===== config.mk =====
export PLATFORM = sky130hd
export DESIGN_NAME = ddr_ioctl_upload_adaptor_flat
export DESIGN_NICKNAME = d
export VERILOG_FILES = /design/src/rtl/ddr_ioctl_upload_adaptor_pkg.sv /design/src/rtl/ddr_ioctl_upload_adaptor_if.sv /design/src/rtl/ddr_ioctl_upload_adaptor.sv /design/src/flat_wrapper.sv
export SDC_FILE = /design/constraint.sdc
export NUM_CORES = 1
export LEC_CHECK = 0
export CORE_MARGIN = 1
export CORE_UTILIZATION = 35
export CTS_CLUSTER_SIZE = 30
export DETAILED_ROUTE_END_ITERATION = 10
export PLACE_DENSITY_LB_ADDON = 0.1
export SYNTH_ARGS = -nofsm -noshare
export SYNTH_HDL_FRONTEND = slang
export SYNTH_SLANG_ARGS = --single-unit

===== constraint.sdc =====
create_clock -name clk -period 1.9 [get_ports clk]
set_clock_uncertainty 0.2 [all_clocks]
set_input_delay 0.285 -clock clk [delete_from_list [all_inputs] [get_ports clk]]
set_output_delay 0.285 -clock clk [all_outputs]
set_load 0.005 [all_outputs]

===== src/rtl/ddr_ioctl_upload_adaptor_pkg.sv =====
// Shared DDR/ioctl definitions for the upload (read) and download (write) adaptors.
package ddr_ioctl_upload_adaptor_pkg;
  localparam int DDR_DW   = 64;
  localparam int DDR_BEW  = DDR_DW / 8;
  localparam int IOCTL_AW = 25;

  typedef logic [7:0] ddr_burstcnt_t;

  localparam logic [7:0] IOCTL_INDEX_ROM   = 8'd0;
  localparam logic [7:0] UPLOAD_INDEX_SAVE = 8'd3;

  // Little-endian lane select: byte k of a beat lives in bits [8k+7:8k].
  function automatic logic [7:0] byte_of_beat(input logic [DDR_DW-1:0] beat, input logic [2:0] k);
    byte_of_beat = beat[{k, 3'b000} +: 8];
  endfunction
endpackage


===== src/rtl/ddr_ioctl_upload_adaptor_if.sv =====
// hps_io upload port plus one ddr_mux leg, bundled for the upload adaptor.
interface ddr_ioctl_upload_adaptor_if;
  import ddr_ioctl_upload_adaptor_pkg::*;

  // ioctl_rd is a one-cycle strobe that may only be issued while ioctl_wait is 0; ioctl_din is
  // valid once ioctl_wait is 0 after it. ddr_read is held with a stable ddr_addr until a cycle
  // with ddr_busy low, which accepts it; beats then arrive on ddr_read_complete.
  logic                ioctl_upload;
  logic [7:0]          ioctl_index;
  logic                ioctl_rd;
  logic [IOCTL_AW-1:0] ioctl_addr;
  logic [7:0]          ioctl_din;
  logic                ioctl_wait;
  logic                ioctl_upload_req;
  logic                save_done;
  logic                ddr_acquire;
  logic [31:0]         ddr_addr;
  logic                ddr_read;
  ddr_burstcnt_t       ddr_burstcnt;
  logic [DDR_DW-1:0]   ddr_rdata;
  logic                ddr_read_complete;
  logic                ddr_busy;
  logic                ddr_write;
  logic [DDR_DW-1:0]   ddr_wdata;
  logic [DDR_BEW-1:0]  ddr_byteenable;

  modport slave (
    input  ioctl_upload, ioctl_index, ioctl_rd, ioctl_addr, save_done,
           ddr_rdata, ddr_read_complete, ddr_busy,
    output ioctl_din, ioctl_wait, ioctl_upload_req,
           ddr_acquire, ddr_addr, ddr_read, ddr_burstcnt, ddr_write, ddr_wdata, ddr_byteenable
  );

  modport master (
    output ioctl_upload, ioctl_index, ioctl_rd, ioctl_addr, save_done,
           ddr_rdata, ddr_read_complete, ddr_busy,
    input  ioctl_din, ioctl_wait, ioctl_upload_req,
           ddr_acquire, ddr_addr, ddr_read, ddr_burstcnt, ddr_write, ddr_wdata, ddr_byteenable
  );
endinterface


===== src/rtl/ddr_ioctl_upload_adaptor.sv =====
// Serves hps_io upload reads from DDR through a one-line burst buffer and requests an upload
// whenever the save-state writer finishes.
module ddr_ioctl_upload_adaptor
  import ddr_ioctl_upload_adaptor_pkg::*;
#(
  parameter logic [31:0] BASE_ADDR    = 32'h3E00_0000,
  parameter int          BURST_LEN    = 4,
  parameter logic [7:0]  UPLOAD_INDEX = UPLOAD_INDEX_SAVE
) (
  input  logic                         clk,
  input  logic                         reset_n,
  ddr_ioctl_upload_adaptor_if.slave    bus,
  output logic [1:0]                   o_dbg_state
);
  localparam int LINE_BYTES = BURST_LEN * 8;
  localparam int OFF_W      = $clog2(LINE_BYTES);
  localparam int TAG_W      = IOCTL_AW - OFF_W;
  localparam int CNT_W      = (BURST_LEN > 1) ? $clog2(BURST_LEN) : 1;

  typedef enum logic [1:0] {IDLE, FETCH, RECV} state_t;

  state_t              r_state, w_next;
  logic                r_valid;
  logic [TAG_W-1:0]    r_tag;
  logic [DDR_DW-1:0]   r_line [BURST_LEN];
  logic [IOCTL_AW-1:0] r_addr;
  logic [CNT_W-1:0]    r_beat;
  logic [7:0]          r_din;
  logic                r_wait;
  logic                r_upload_d;
  logic                r_pending;
  logic                r_upload_req;
  logic                r_stale;
  logic                r_abort;

  logic                w_active, w_rise, w_fall, w_inval, w_hit;
  logic                w_rd_hit, w_rd_miss, w_beat, w_last;
  logic [CNT_W-1:0]    w_sel_in, w_sel_r;
  logic [DDR_DW-1:0]   w_fill_beat;
  logic [7:0]          w_hit_byte, w_fill_byte;
  logic [31:0]         w_line_addr;

  assign w_active = bus.ioctl_upload && (bus.ioctl_index == UPLOAD_INDEX);
  assign w_rise   = bus.ioctl_upload && !r_upload_d;
  assign w_fall   = !bus.ioctl_upload && r_upload_d;
  assign w_inval  = w_rise || bus.save_done;
  assign w_hit    = r_valid && !w_inval && (bus.ioctl_addr[IOCTL_AW-1:OFF_W] == r_tag);

  assign w_sel_in    = CNT_W'(bus.ioctl_addr[OFF_W-1:0] >> 3);
  assign w_sel_r     = CNT_W'(r_addr[OFF_W-1:0] >> 3);
  assign w_hit_byte  = byte_of_beat(r_line[w_sel_in], bus.ioctl_addr[2:0]);
  // Beats arrive in order, so only the last beat can still be on the bus rather than in r_line.
  assign w_fill_beat = (w_sel_r == CNT_W'(BURST_LEN - 1)) ? bus.ddr_rdata : r_line[w_sel_r];
  assign w_fill_byte = byte_of_beat(w_fill_beat, r_addr[2:0]);
  assign w_line_addr = BASE_ADDR + {7'd0, r_addr[IOCTL_AW-1:OFF_W], {OFF_W{1'b0}}};

  always_comb begin
    w_next    = r_state;
    w_rd_hit  = 1'b0;
    w_rd_miss = 1'b0;
    w_beat    = 1'b0;
    w_last    = 1'b0;
    case (r_state)
      IDLE: begin
        if (w_active && bus.ioctl_rd) begin
          if (w_hit) begin
            w_rd_hit = 1'b1;
          end else begin
            w_rd_miss = 1'b1;
            w_next    = FETCH;
          end
        end
      end
      FETCH: begin
        if (!bus.ddr_busy) w_next = RECV;
      end
      RECV: begin
        if (bus.ddr_read_complete) begin
          w_beat = 1'b1;
          if (r_beat == CNT_W'(BURST_LEN - 1)) begin
            w_last = 1'b1;
            w_next = IDLE;
          end
        end
      end
      default: w_next = IDLE;
    endcase
  end

  always_ff @(posedge clk or negedge reset_n) begin
    if (!reset_n) r_state <= IDLE;
    else          r_state <= w_next;
  end

  always_ff @(posedge clk or negedge reset_n) begin
    if (!reset_n) begin
      r_valid      <= 1'b0;
      r_tag        <= '0;
      r_addr       <= '0;
      r_beat       <= '0;
      r_din        <= '0;
      r_wait       <= 1'b0;
      r_upload_d   <= 1'b0;
      r_pending    <= 1'b0;
      r_upload_req <= 1'b0;
      r_stale      <= 1'b0;
      r_abort      <= 1'b0;
      for (int i = 0; i < BURST_LEN; i++) r_line[i] <= '0;
    end else begin
      r_upload_d   <= bus.ioctl_upload;
      r_upload_req <= 1'b0;
      // A save finishing mid-upload is remembered and announced once the upload ends.
      if (!bus.ioctl_upload && (bus.save_done || (w_fall && r_pending))) begin
        r_upload_req <= 1'b1;
        r_pending    <= 1'b0;
      end else if (bus.save_done) begin
        r_pending <= 1'b1;
      end

      if (w_inval)  r_valid <= 1'b0;
      if (w_rd_hit) r_din   <= w_hit_byte;
      if (w_rd_miss) begin
        r_wait  <= 1'b1;
        r_addr  <= bus.ioctl_addr;
        r_beat  <= '0;
        r_stale <= 1'b0;
        r_abort <= 1'b0;
      end
      if (r_state != IDLE) begin
        if (w_inval)           r_stale <= 1'b1;
        if (!bus.ioctl_upload) r_abort <= 1'b1;
      end
      if (w_beat) begin
        r_line[r_beat] <= bus.ddr_rdata;
        r_beat         <= r_beat + 1'b1;
      end
      if (w_last) begin
        r_wait <= 1'b0;
        if (!r_abort && bus.ioctl_upload) begin
          r_din <= w_fill_byte;
          if (!r_stale && !w_inval) begin
            r_valid <= 1'b1;
            r_tag   <= r_addr[IOCTL_AW-1:OFF_W];
          end
        end
      end
    end
  end

  assign bus.ioctl_din        = r_din;
  assign bus.ioctl_wait       = r_wait;
  assign bus.ioctl_upload_req = r_upload_req;
  assign bus.ddr_acquire      = (r_state != IDLE);
  assign bus.ddr_read         = (r_state == FETCH);
  assign bus.ddr_addr         = (r_state == IDLE) ? 32'd0 : w_line_addr;
  assign bus.ddr_burstcnt     = ddr_burstcnt_t'(BURST_LEN);
  assign bus.ddr_write        = 1'b0;
  assign bus.ddr_wdata        = '0;
  assign bus.ddr_byteenable   = '1;
  assign o_dbg_state          = r_state;
endmodule


===== src/flat_wrapper.sv =====
// flat-port wrapper written by rule: the top's interface ports become plain ports
module ddr_ioctl_upload_adaptor_flat import ddr_ioctl_upload_adaptor_pkg::*;
#(
  parameter logic [31:0] BASE_ADDR    = 32'h3E00_0000,
  parameter int          BURST_LEN    = 4,
  parameter logic [7:0]  UPLOAD_INDEX = UPLOAD_INDEX_SAVE
)
  (clk, reset_n, o_dbg_state, bus_ioctl_upload, bus_ioctl_index, bus_ioctl_rd, bus_ioctl_addr, bus_save_done, bus_ddr_rdata, bus_ddr_read_complete, bus_ddr_busy, bus_ioctl_din, bus_ioctl_wait, bus_ioctl_upload_req, bus_ddr_acquire, bus_ddr_addr, bus_ddr_read, bus_ddr_burstcnt, bus_ddr_write, bus_ddr_wdata, bus_ddr_byteenable);
  ddr_ioctl_upload_adaptor_if bus_i ();
  input  logic clk;
  input  logic reset_n;
  output logic [1:0] o_dbg_state;
  input wire logic [$bits(bus_i.ioctl_upload)-1:0] bus_ioctl_upload;
  input wire logic [$bits(bus_i.ioctl_index)-1:0] bus_ioctl_index;
  input wire logic [$bits(bus_i.ioctl_rd)-1:0] bus_ioctl_rd;
  input wire logic [$bits(bus_i.ioctl_addr)-1:0] bus_ioctl_addr;
  input wire logic [$bits(bus_i.save_done)-1:0] bus_save_done;
  input wire logic [$bits(bus_i.ddr_rdata)-1:0] bus_ddr_rdata;
  input wire logic [$bits(bus_i.ddr_read_complete)-1:0] bus_ddr_read_complete;
  input wire logic [$bits(bus_i.ddr_busy)-1:0] bus_ddr_busy;
  output wire logic [$bits(bus_i.ioctl_din)-1:0] bus_ioctl_din;
  output wire logic [$bits(bus_i.ioctl_wait)-1:0] bus_ioctl_wait;
  output wire logic [$bits(bus_i.ioctl_upload_req)-1:0] bus_ioctl_upload_req;
  output wire logic [$bits(bus_i.ddr_acquire)-1:0] bus_ddr_acquire;
  output wire logic [$bits(bus_i.ddr_addr)-1:0] bus_ddr_addr;
  output wire logic [$bits(bus_i.ddr_read)-1:0] bus_ddr_read;
  output wire logic [$bits(bus_i.ddr_burstcnt)-1:0] bus_ddr_burstcnt;
  output wire logic [$bits(bus_i.ddr_write)-1:0] bus_ddr_write;
  output wire logic [$bits(bus_i.ddr_wdata)-1:0] bus_ddr_wdata;
  output wire logic [$bits(bus_i.ddr_byteenable)-1:0] bus_ddr_byteenable;
  assign bus_i.ioctl_upload = bus_ioctl_upload;
  assign bus_i.ioctl_index = bus_ioctl_index;
  assign bus_i.ioctl_rd = bus_ioctl_rd;
  assign bus_i.ioctl_addr = bus_ioctl_addr;
  assign bus_i.save_done = bus_save_done;
  assign bus_i.ddr_rdata = bus_ddr_rdata;
  assign bus_i.ddr_read_complete = bus_ddr_read_complete;
  assign bus_i.ddr_busy = bus_ddr_busy;
  assign bus_ioctl_din = bus_i.ioctl_din;
  assign bus_ioctl_wait = bus_i.ioctl_wait;
  assign bus_ioctl_upload_req = bus_i.ioctl_upload_req;
  assign bus_ddr_acquire = bus_i.ddr_acquire;
  assign bus_ddr_addr = bus_i.ddr_addr;
  assign bus_ddr_read = bus_i.ddr_read;
  assign bus_ddr_burstcnt = bus_i.ddr_burstcnt;
  assign bus_ddr_write = bus_i.ddr_write;
  assign bus_ddr_wdata = bus_i.ddr_wdata;
  assign bus_ddr_byteenable = bus_i.ddr_byteenable;
  ddr_ioctl_upload_adaptor #(.BASE_ADDR(BASE_ADDR), .BURST_LEN(BURST_LEN), .UPLOAD_INDEX(UPLOAD_INDEX)) u_core (.clk(clk), .reset_n(reset_n), .bus(bus_i), .o_dbg_state(o_dbg_state));
endmodule

---- Yosys cells after proc, flatten, opt, wreduce, memory -nomap -nowiden ----
Cells that the tools add are included.
storage, ports and cells
  register bits ........................... 320
  bits in writable memories ............... 0
  bits in read-only memories .............. 0
  memories ................................ 0
  input bits .............................. 104
  word-level logic and storage cells ...... 111
  latch bits .............................. 0
operators by class
  div/mod/pow operators ................... 0
  bitwise operators ....................... 3
  equality and inequality tests ........... 11
  reductions and logical operators ........ 25
  shift-type cells ........................ 2
  add/subtract/negate cells ............... 2
  $lt $le $gt $ge ......................... 4
  multiply operators ...................... 0
  muxes and demuxes ....................... 48
operators with widths
  operator                                               number
  two-way mux 64 bit                                     6
  binary-select mux 64 bit (select 2 bit)                2
  bitwise mux 256 bit                                    1
  demux 64 bit (select 2 bit)                            1
  variable part select 64 x 7 -> 8 bit                   2
  two-way mux 32 bit                                     1
  adder 30 x 25 -> 31 bit, first input constant          1
  two-way mux 1 bit                                      26
  two-way mux 8 bit                                      3
  == test 20 bit                                         1
  two-way mux 2 bit                                      7
  logical AND 1 bit                                      11
  >= comparator 3 bit, second input constant             3
  NOT 2 -> 3 bit                                         3
  == test 8 x 2 -> 1 bit, second input constant          1
  nonzero test 2 bit                                     4
  == test 2 bit, second input constant                   3
  inequality test 2 bit, second input constant           3
  case mux 2 bit (3 select lines)                        1
  logical NOT 1 bit                                      5
  AND reduction 5 bit                                    1
  inequality test 2 x 1 -> 1 bit, second input constant  2
  < comparator 3 x 1 -> 1 bit, second input constant     1
  AND reduction 3 bit                                    1
  4 further kinds                                        5

---- Longest topological paths before layout ----
Gate-level depths: netlist of run 1.
  depth in word-level cells ............... 12
  depth in mapped cells ................... 9

---- Worst setup path before layout of run 1 ----
Ideal clock, no wire load.
  path kind ............................... register to register
  start point ............................. register u_core.r_state[0], in the netlist u_core.o_dbg_state[0]
  end point ............................... register u_core.r_addr[10]
  clock period less this slack ............ 1994 ps
  setup slack ............................. -94 ps
  arrival ................................. 1669 ps
  data required time ...................... 1575 ps
  stages on the path, launching flop included .. 7
  buffers on the path ..................... 1
  path through ............................ dfrtp_1 nor2_2 and3_1 nand3_1 nor2_2 buf_6 mux2_2
on the way
  word-level cells in the longest chain between the ends .. 2
ends and longest elaborated chain
  element                 line                             text
  from (decl)             ddr_ioctl_upload_adaptor.sv:22   state_t r_state, w_next;
  from (signal assigned)  ddr_ioctl_upload_adaptor.sv:92   else r_state <= w_next;
  logical NOT 2 bit       ddr_ioctl_upload_adaptor.sv:63   case (r_state)
  two-way mux 1 bit       ddr_ioctl_upload_adaptor.sv:63
  to (signal assigned)    ddr_ioctl_upload_adaptor.sv:124  r_addr <= bus.ioctl_addr;
  to (decl)               ddr_ioctl_upload_adaptor.sv:26   logic [IOCTL_AW-1:0] r_addr;
No other way between the ends.
A chain may end at the register's enable or synchronous reset.

---- Final worst setup path of run 1 ----
  start point ............................. register u_core.r_addr[3]
  end point ............................... register u_core.r_din[2], in the netlist u_core.bus.ioctl_din[2]
on the way
  word-level cells in the longest chain between the ends .. 8
  elaborated cells between the ends (all ways) .. 9
  those cells by class .................... eq/ne (1); shift (1); mux (6); bitwise (1)
ends and longest elaborated chain
  element                                                line                                text
  NOT 2 -> 3 bit (not written as such)                   ddr_ioctl_upload_adaptor.sv:53      assign w_fill_beat = (w_sel_r == CNT_W'(BURST_LEN - 1)) ? bus.ddr_rdata : r_line[w_sel_r];
  binary-select mux 64 bit (select 2 bit)                ddr_ioctl_upload_adaptor.sv:53
  two-way mux 64 bit (not written as such) (2 in a row)  ddr_ioctl_upload_adaptor.sv:53
  two-way mux 64 bit (*)                                 ddr_ioctl_upload_adaptor.sv:53
  variable part select 64 x 7 -> 8 bit (*)               ddr_ioctl_upload_adaptor_pkg.sv:14  byte_of_beat = beat[{k, 3'b000} +: 8];
  two-way mux 8 bit (*)                                  ddr_ioctl_upload_adaptor.sv:139     if (!r_abort && bus.ioctl_upload) begin
  two-way mux 8 bit (*)                                  ddr_ioctl_upload_adaptor.sv:137     if (w_last) begin
  to (signal assigned)                                   ddr_ioctl_upload_adaptor.sv:121     if (w_rd_hit) r_din <= w_hit_byte;
  to (signal assigned)                                   ddr_ioctl_upload_adaptor.sv:140     r_din <= w_fill_byte;
  to (decl)                                              ddr_ioctl_upload_adaptor.sv:28      logic [7:0] r_din;
Mark *: on every way between the ends. The rest lies on a longest branch, timed or not. The select of a mux whose other input is x is not followed.

==> results of run 1 <==
power by group through the flow:
stage | clock network, W | registers [W] | logic (W)
final | 0.00793 | 0.00802 | 0.00336
after global placement | 0 | 0.00810 | 0.00300
after CTS | 0.00809 | 0.00800 | 0.00329
after global routing | 0.00838 | 0.00810 | 0.00360
after floorplan | 0 | 0.00794 | 0.00178
after detailed placement | 0 | 0.00811 | 0.00304
cells in the final DEF (no fill, tap or decap), drive strengths merged, types with 2 or more instances in the layout:
| cell | count |
|---|---|
| clkinvlp | 3 |
| o22ai | 13 |
| dlygate4sd2 | 8 |
| xor2 | 20 |
| nand2b | 2 |
| dfrtp | 320 |
| bufinv | 4 |
| o21ai | 5 |
| nand3b | 2 |
| nor3 | 7 |
| inv | 6 |
| nand3 | 15 |
| conb | 88 |
| a31oi | 3 |
| o311ai | 8 |
| mux2i | 106 |
| ha | 4 |
| nor2b | 29 |
| a211oi | 13 |
| clkdlybuf4s50 | 100 |
| mux4 | 77 |
| nand4 | 8 |
| o21a | 5 |
| a22oi | 42 |
| mux2 | 247 |
| and2 | 4 |
| nand2 | 244 |
| a21oi | 15 |
| dlymetal6s2s | 3 |
| nor4b | 2 |
| nor2 | 21 |
| buf | 323 |
| clkinv | 6 |
| nor4 | 5 |
| clkbuf | 72 |
registers in the layout, summed over array words and instances, names as in the netlist, 2 cells and up:
register              count
u_core.r_line           256
u_core.r_addr            25
u_core.r_tag             20
u_core.bus.ioctl_din      8
u_core.o_dbg_state        2
u_core.r_beat             2
layer usage:
layer / vias to the layer above / share of wire / GRT usage
li1: 5740 / - / -
met1: 6704 / 0.47 / 0.3394
met2: 349 / 0.47 / 0.3715
met3: 74 / 0.042 / 0.02848
met4: 0 / 0.022 / 0.06737
met5: - / 0 / 0
critical path: cells and delay by family, from the launching register on:
family                 cells  cell delay, ps
and+or+nand+nor            2             540
AOI/OAI and AO/OA          4             410
buffers and inverters      3             480
DFF                        1             500
cell usage after synthesis, types with 16 or more instances:
library cell,count,area share
nor2b_1,28,0.010
buf_4,112,0.048
mux2_2,244,0.16
a22oi_1,42,0.018
mux2i_1,106,0.061
buf_2,31,0.0089
nand2_1,241,0.052
dfrtp_1,320,0.46
mux4_2,77,0.10
nor2_1,16,0.0035
xor2_1,20,0.010
clkbuf_1,23,0.0050
worst min-delay path by stage:
stage	to	depth (start not counted)	slack, ps	from
after floorplan	u_core.bus.ioctl_din[0]	0	-210	reset_n
after global placement	u_core.r_line[215]	1	20	reset_n
after detailed placement	u_core.r_line[215]	1	30	reset_n
after CTS	u_core.r_line[215]	2	20	reset_n
after global routing	u_core.r_line[98]	2	30	reset_n
final	u_core.r_line[98]	2	20	reset_n
stage by stage:
step | util | worst slack [ps]
after floorplan | - | -31.72
after global placement | 0.4279 | -1082
after detailed placement | 0.4279 | -1107
after CTS | 0.4835 | -334.0
after global routing | 0.4943 | -385.1
final | 0.4944 | -325.6
layout make-up:
class,count,area [sq um]
Antenna cell,1,2.502
Clock buffer,59,1152
Clock inverter,14,192.7
Fill cell,4327,24750
Inverter,5,23.77
Multi-Input combinational cell,997,9077
Sequential cell,320,8020
Tap cell,664,830.8
Timing Repair Buffer,449,4901
repair_timing:
| action | CTS | global route |
|---|---|---|
| endpoints found under the setup margin | 336 | 338 |
| hold buffers | 1 | 0 |
| endpoints found under the hold margin | 320 | 0 |
| resized for setup | 235 | 103 |
| cloned | 21 | 12 |
| pin swaps | 31 | 31 |
| setup buffers | 47 | 17 |
logic make-up after synthesis:
group                      after synthesis  share of synthesized area
muxes                                  430                     0.3214
and+or+nand+nor                        344                    0.08918
DFF                                    320                     0.4606
buffers and inverters                  186                    0.07133
AOI/OAI and AO/OA                      109                    0.04405
xor gates and xnor gates                20                    0.01008
adders and majority gates                4                   0.002879
other                                    2                  0.0004320
==> flow_metrics.py, run 1 <==
metrics = {
    "floorplanning": {
        "die_height_microns": 224.9,
        "num_rows": 81,
        "start_util": 0.3551,
        "die_width_microns": 224.9,
        "pin_count": 231,
        "core_area_sq_um": 48950,
        "dieArea_sq_um": 50560,
    },
    "worst_setup_path": {
        "criticalPathCategory": "reg -> reg",
        "critical_path_required_ps": 2200,
        "r2r_start": "u_core.r_addr[3]",
        "worstReg2RegEnd": "u_core.bus.ioctl_din[2]",
        "startpoint_type": "flop",
        "cp-end-kind": "flop",
        "worstSetupStartpoint": "u_core.r_addr[3]",
        "crit_path_frequent_cell": "buf_6",
        "reg2reg_depth": 9,
        "path_max_fanout": 7,
        "crit_arrival_ps": 2520,
        "critPathSlowestCell": "dfrtp_4",
        "slowest_delay_ps": 500,
        "r2r_slack_ps": -330,
        "crit_chain": "buf_6 -> or3b_4 -> buf_12 -> o22ai_4 -> buf_6 -> a211oi_2 -> nand2_1 -> o311ai_1 -> a21oi_1",
        "crit_end": "u_core.bus.ioctl_din[2]",
    },
    "placed_design": {
        "dpl.hpwl_microns": 39370,
        "portBuffers": 142,
        "dp.cells": 2355,
        "place_congestion": 0.8261,
        "place_area_sq_um": 20950,
    },
    "power_and_ir_drop": {
        "p_int_w": 0.01411,
        "power_w": 0.01930,
        "power_density_nw_per_um2": 797.5,
        "p_leak_nw": 11.73,
        "p_sw_frac": 0.2687,
        "pwr-share-seq": 0.415,
        "clkPwrFrac": 0.411,
        "ir_drop_v": 0.0005706,
        "combPwrFrac": 0.174,
        "p_sw_w": 0.005186,
    },
    "logic_synthesis": {
        "ys_warn_count": 0,
        "synth_area_sq_um": 17380,
        "synthFlopType": "dfrtp_1",
        "syn-mean-instance-area_sq_um": 12.29,
        "synth.distinct_cells": 52,
        "synthCells": 1415,
        "ys_ff_latch": 320,
        "ys_seq_area_frac": 0.4606,
        "synth_enable_flop_cells": 0,
        "async_flop_share": 1.000,
    },
    "global_routing": {
        "grt_max_degree": 68,
        "grt_pass1_wl_microns": 87380,
        "overflow": 0,
        "grt_use_total": 0.2355,
        "grt_pass1_vias": 13028,
        "antenna_found_initial": 0,
    },
    "sta": {
        "fin_crit_sh": 1.171,
        "clock.fmax_mhz": 449.3,
        "finalSetupViolations": 269,
        "whs_ps": 23.06,
        "max-slew-margin-rel": 0.6161,
        "timing.setup.tns_ps": -41660,
        "final_max_slew_viol_count": 0,
        "rsz0062_at_grt": "true",
        "finalHoldViolCount": 0,
        "tightest_slew_ps": 567.8,
        "setup_slack_ps": -325.6,
        "min_period_ps": 2226,
    },
    "clock_network": {
        "cts_tree": "yes",
        "cts_buffers": 40,
        "h-tree-depth": 2,
        "clk_pin_slew_ps": 60,
        "clkLatencyLatePin_ps": 570,
        "clock_path_buffers": 3,
        "clkSinkCount": 320,
        "cts-root-buf": "clkbuf_16",
    },
    "route": {
        "dr_total_vias": 12867,
        "first_pass_iters": 7,
        "ant_nets": 0,
        "drt-wirelength-per-cell_microns": 24.08,
        "drc": 0,
        "routed_wirelength_microns": 60410,
        "via_per_inst": 5.128,
        "drt_iter0_drc": 736,
    },
    "status": {
        "outcome": "finished, violations left",
        "violations": "negative setup slack",
    },
    "min_path": {
        "hp-class": "in -> async",
    },
    "finish": {
        "area_growth_syn_to_layout_pct": 39.21,
        "drive_above_1_share": 0.4409,
        "instances_no_fill": 2509,
        "fin_nets": 1921,
        "stdcell_area_sq_um": 24200,
    },
    "flow_run": {
        "drv_cap": 0,
    },
}
Power figures use the tool's default switching activity.
==> run 2, diff against run 1 <==
--- a/config.mk
+++ b/config.mk
@@ -6,7 +6,7 @@
 export NUM_CORES = 1
 export LEC_CHECK = 0
 export CORE_MARGIN = 1
-export CORE_UTILIZATION = 35
+export CORE_UTILIZATION = 38
 export CTS_CLUSTER_SIZE = 30
 export DETAILED_ROUTE_END_ITERATION = 10
 export PLACE_DENSITY_LB_ADDON = 0.1
==> flow_metrics.py, run 2 (synthesized netlist as in run 1, its figures left out) <==
metrics = {
    "status": {
        "outcome": "finished, violations left",
        "violations": "negative setup slack",
    },
    "power_and_ir_drop": {
        "p_leak_nw": 11.45,
        "ir_drop_v": 0.0004863,
        "power_density_nw_per_um2": 788.8,
    },
    "placed_design": {
        "portBuffers": 142,
        "place_congestion": 0.8370,
        "dpl.hpwl_microns": 37890,
        "dp.cells": 2274,
        "pre_cts_slack_ps": -1058,
    },
    "clock_network": {
        "cts_buffers": 38,
        "clkLatencyLatePin_ps": 560,
        "cts-root-buf": "clkbuf_16",
        "h-tree-depth": 2,
        "cts_tree": "yes",
        "clk_pin_slew_ps": 50,
        "clkSinkCount": 320,
        "clock_path_buffers": 3,
    },
    "floorplanning": {
        "pin_count": 231,
        "die_height_microns": 215.9,
        "core_area_sq_um": 45280,
        "die_width_microns": 215.9,
        "dieArea_sq_um": 46610,
        "start_util": 0.3839,
        "num_rows": 78,
    },
    "worst_setup_path": {
        "crit_chain": "xor2_2 -> nor4_4 -> nand4_1 -> buf_6 -> nor2_4 -> buf_12 -> nor2_4 -> mux2_2",
        "critPathSlowestCell": "dfrtp_1",
        "cp_top_family": "simple AND/OR/NAND/NOR gates",
        "path_max_fanout": 8,
        "crit_arrival_ps": 2520,
        "criticalPathCategory": "reg -> reg",
        "cp_num_buf_inv": 2,
        "startpoint_type": "flop",
        "cp-end-kind": "flop",
        "crit_path_frequent_cell": "nor2_4",
        "critical_path_required_ps": 2130,
        "slowest_delay_ps": 400,
    },
    "sta": {
        "timing.setup.tns_ps": -38190,
        "final_max_slew_viol_count": 0,
        "setup_slack_ps": -386.7,
        "clock.fmax_mhz": 437.3,
        "rsz0062_at_grt": "true",
        "min_period_ps": 2287,
        "finalSetupViolations": 270,
        "finalHoldViolCount": 0,
        "fin_crit_sh": 1.204,
    },
    "finish": {
        "diodes": 0,
        "fillers": 3963,
        "final_common_cell": "dfrtp_1",
        "fin_util": 0.5200,
        "instances_no_fill": 2418,
        "fin_nets": 1896,
        "top_register": "u_core.r_line",
        "area_growth_syn_to_layout_pct": 35.45,
        "largest_reg_flops": 256,
        "drive_above_1_share": 0.4081,
        "mostFrequentLayoutCells": "318 x dfrtp_1, 241 x nand2_1, 228 x mux2_2, 179 x buf_4, 106 x mux2i_1",
        "reg_top3": "u_core.r_line (256), u_core.r_addr (25), u_core.r_tag (20)",
    },
    "route": {
        "routed_wirelength_microns": 57660,
        "first_pass_iters": 5,
        "via_per_inst": 5.287,
        "drt-wirelength-per-cell_microns": 23.85,
        "ant_nets": 0,
        "dr_total_vias": 12783,
        "drc": 0,
        "drt_iter0_drc": 833,
    },
    "flow_run": {
        "drv_cap": 0,
    },
    "global_routing": {
        "antenna_found_initial": 2,
        "grt_max_degree": 71,
        "grt_pass1_wl_microns": 83260,
        "overflow": 0,
        "grt_pass1_vias": 13185,
        "grt_use_total": 0.2387,
    },
    "min_path": {
        "hp-class": "in -> reg",
    },
}
## run 2: cell types whose count changed in the layout (fill, tap and decap cells not counted), sizes merged, moves of 2 or more
| cell | change |
|---|---|
| clkbuf | +14 |
| buf | -33 |
| dlygate4sd2 | +2 |
| clkinvlp | -3 |
| dlymetal6s2s | -3 |
| bufinv | -3 |
| nand2 | +2 |
## run 2: area by class of cell
type,count,area [sq um],area share
Clock buffer,63,1179,0.05005
Clock inverter,7,60.06,0.002550
Inverter,5,26.28,0.001116
Multi-Input combinational cell,999,8869,0.3766
Sequential cell,320,8015,0.3404
Tap cell,600,750.7,0.03188
Timing Repair Buffer,424,4648,0.1974
## run 2: final timing paths
path	slack (ps)	end	startpoint	cells past startpoint
max in group asynchronous	900	u_core.r_line[152]	reset_n	3
max reg2reg	-390	u_core.r_addr[8]	u_core.r_tag[9]	8
min reg2reg	270	u_core.r_line[5]	u_core.r_line[5]	2
min	150	u_core.o_dbg_state[0]	bus_ddr_busy	2
max	-390	u_core.r_addr[8]	u_core.r_tag[9]	8
min in group asynchronous	180	u_core.r_line[34]	reset_n	3
## run 2: report_power, final
group,switching (W),total (W),leakage (nW),internal (W)
Sequential,0.000515,0.00802,4.41,0.00751
Combinational,0.00142,0.00323,6.43,0.00181
Clock,0.00296,0.00732,0.611,0.00436
Total,0.00490,0.0186,11.5,0.0137
## run 2: stage by stage
step / hold slack (ps) / power, W / area, sq um
final: 148.9 / 0.01857 / 23550
after global routing: 155.9 / 0.01935 / 23550
after CTS: 126.1 / 0.01860 / 22710
after global placement: -9.256 / 0.01104 / 20760
after floorplan: -210.6 / 0.009724 / 17740
after detailed placement: -8.254 / 0.01108 / 20760
## run 2: timing repair
| action | in CTS | in global routing |
|---|---|---|
| pin swaps | 13 | 15 |
| gates cloned | 10 | 22 |
| hold buffers | 2 | 0 |
| hold endpoints to repair | 320 | 0 |
| setup endpoints to repair | 318 | 294 |
| setup buffers | 28 | 21 |
| gates resized for setup | 169 | 90 |
## run 2: routing by layer
layer	global-route usage	routed length [microns]	vias up
met2	0.3745	26730	374
li1	-	-	5679
met5	0	12	-
met4	0.07518	1641	2
met3	0.04905	3255	90
met1	0.3302	26020	6638
==> run 3, diff against run 2 <==
--- a/config.mk
+++ b/config.mk
@@ -10,6 +10,7 @@
 export CTS_CLUSTER_SIZE = 30
 export DETAILED_ROUTE_END_ITERATION = 10
 export PLACE_DENSITY_LB_ADDON = 0.1
+export SLEW_MARGIN = 20
 export SYNTH_ARGS = -nofsm -noshare
 export SYNTH_HDL_FRONTEND = slang
 export SYNTH_SLANG_ARGS = --single-unit
==> results of run 3 <==
The final DEF is identical to that of run 2; final timing and power are the same.
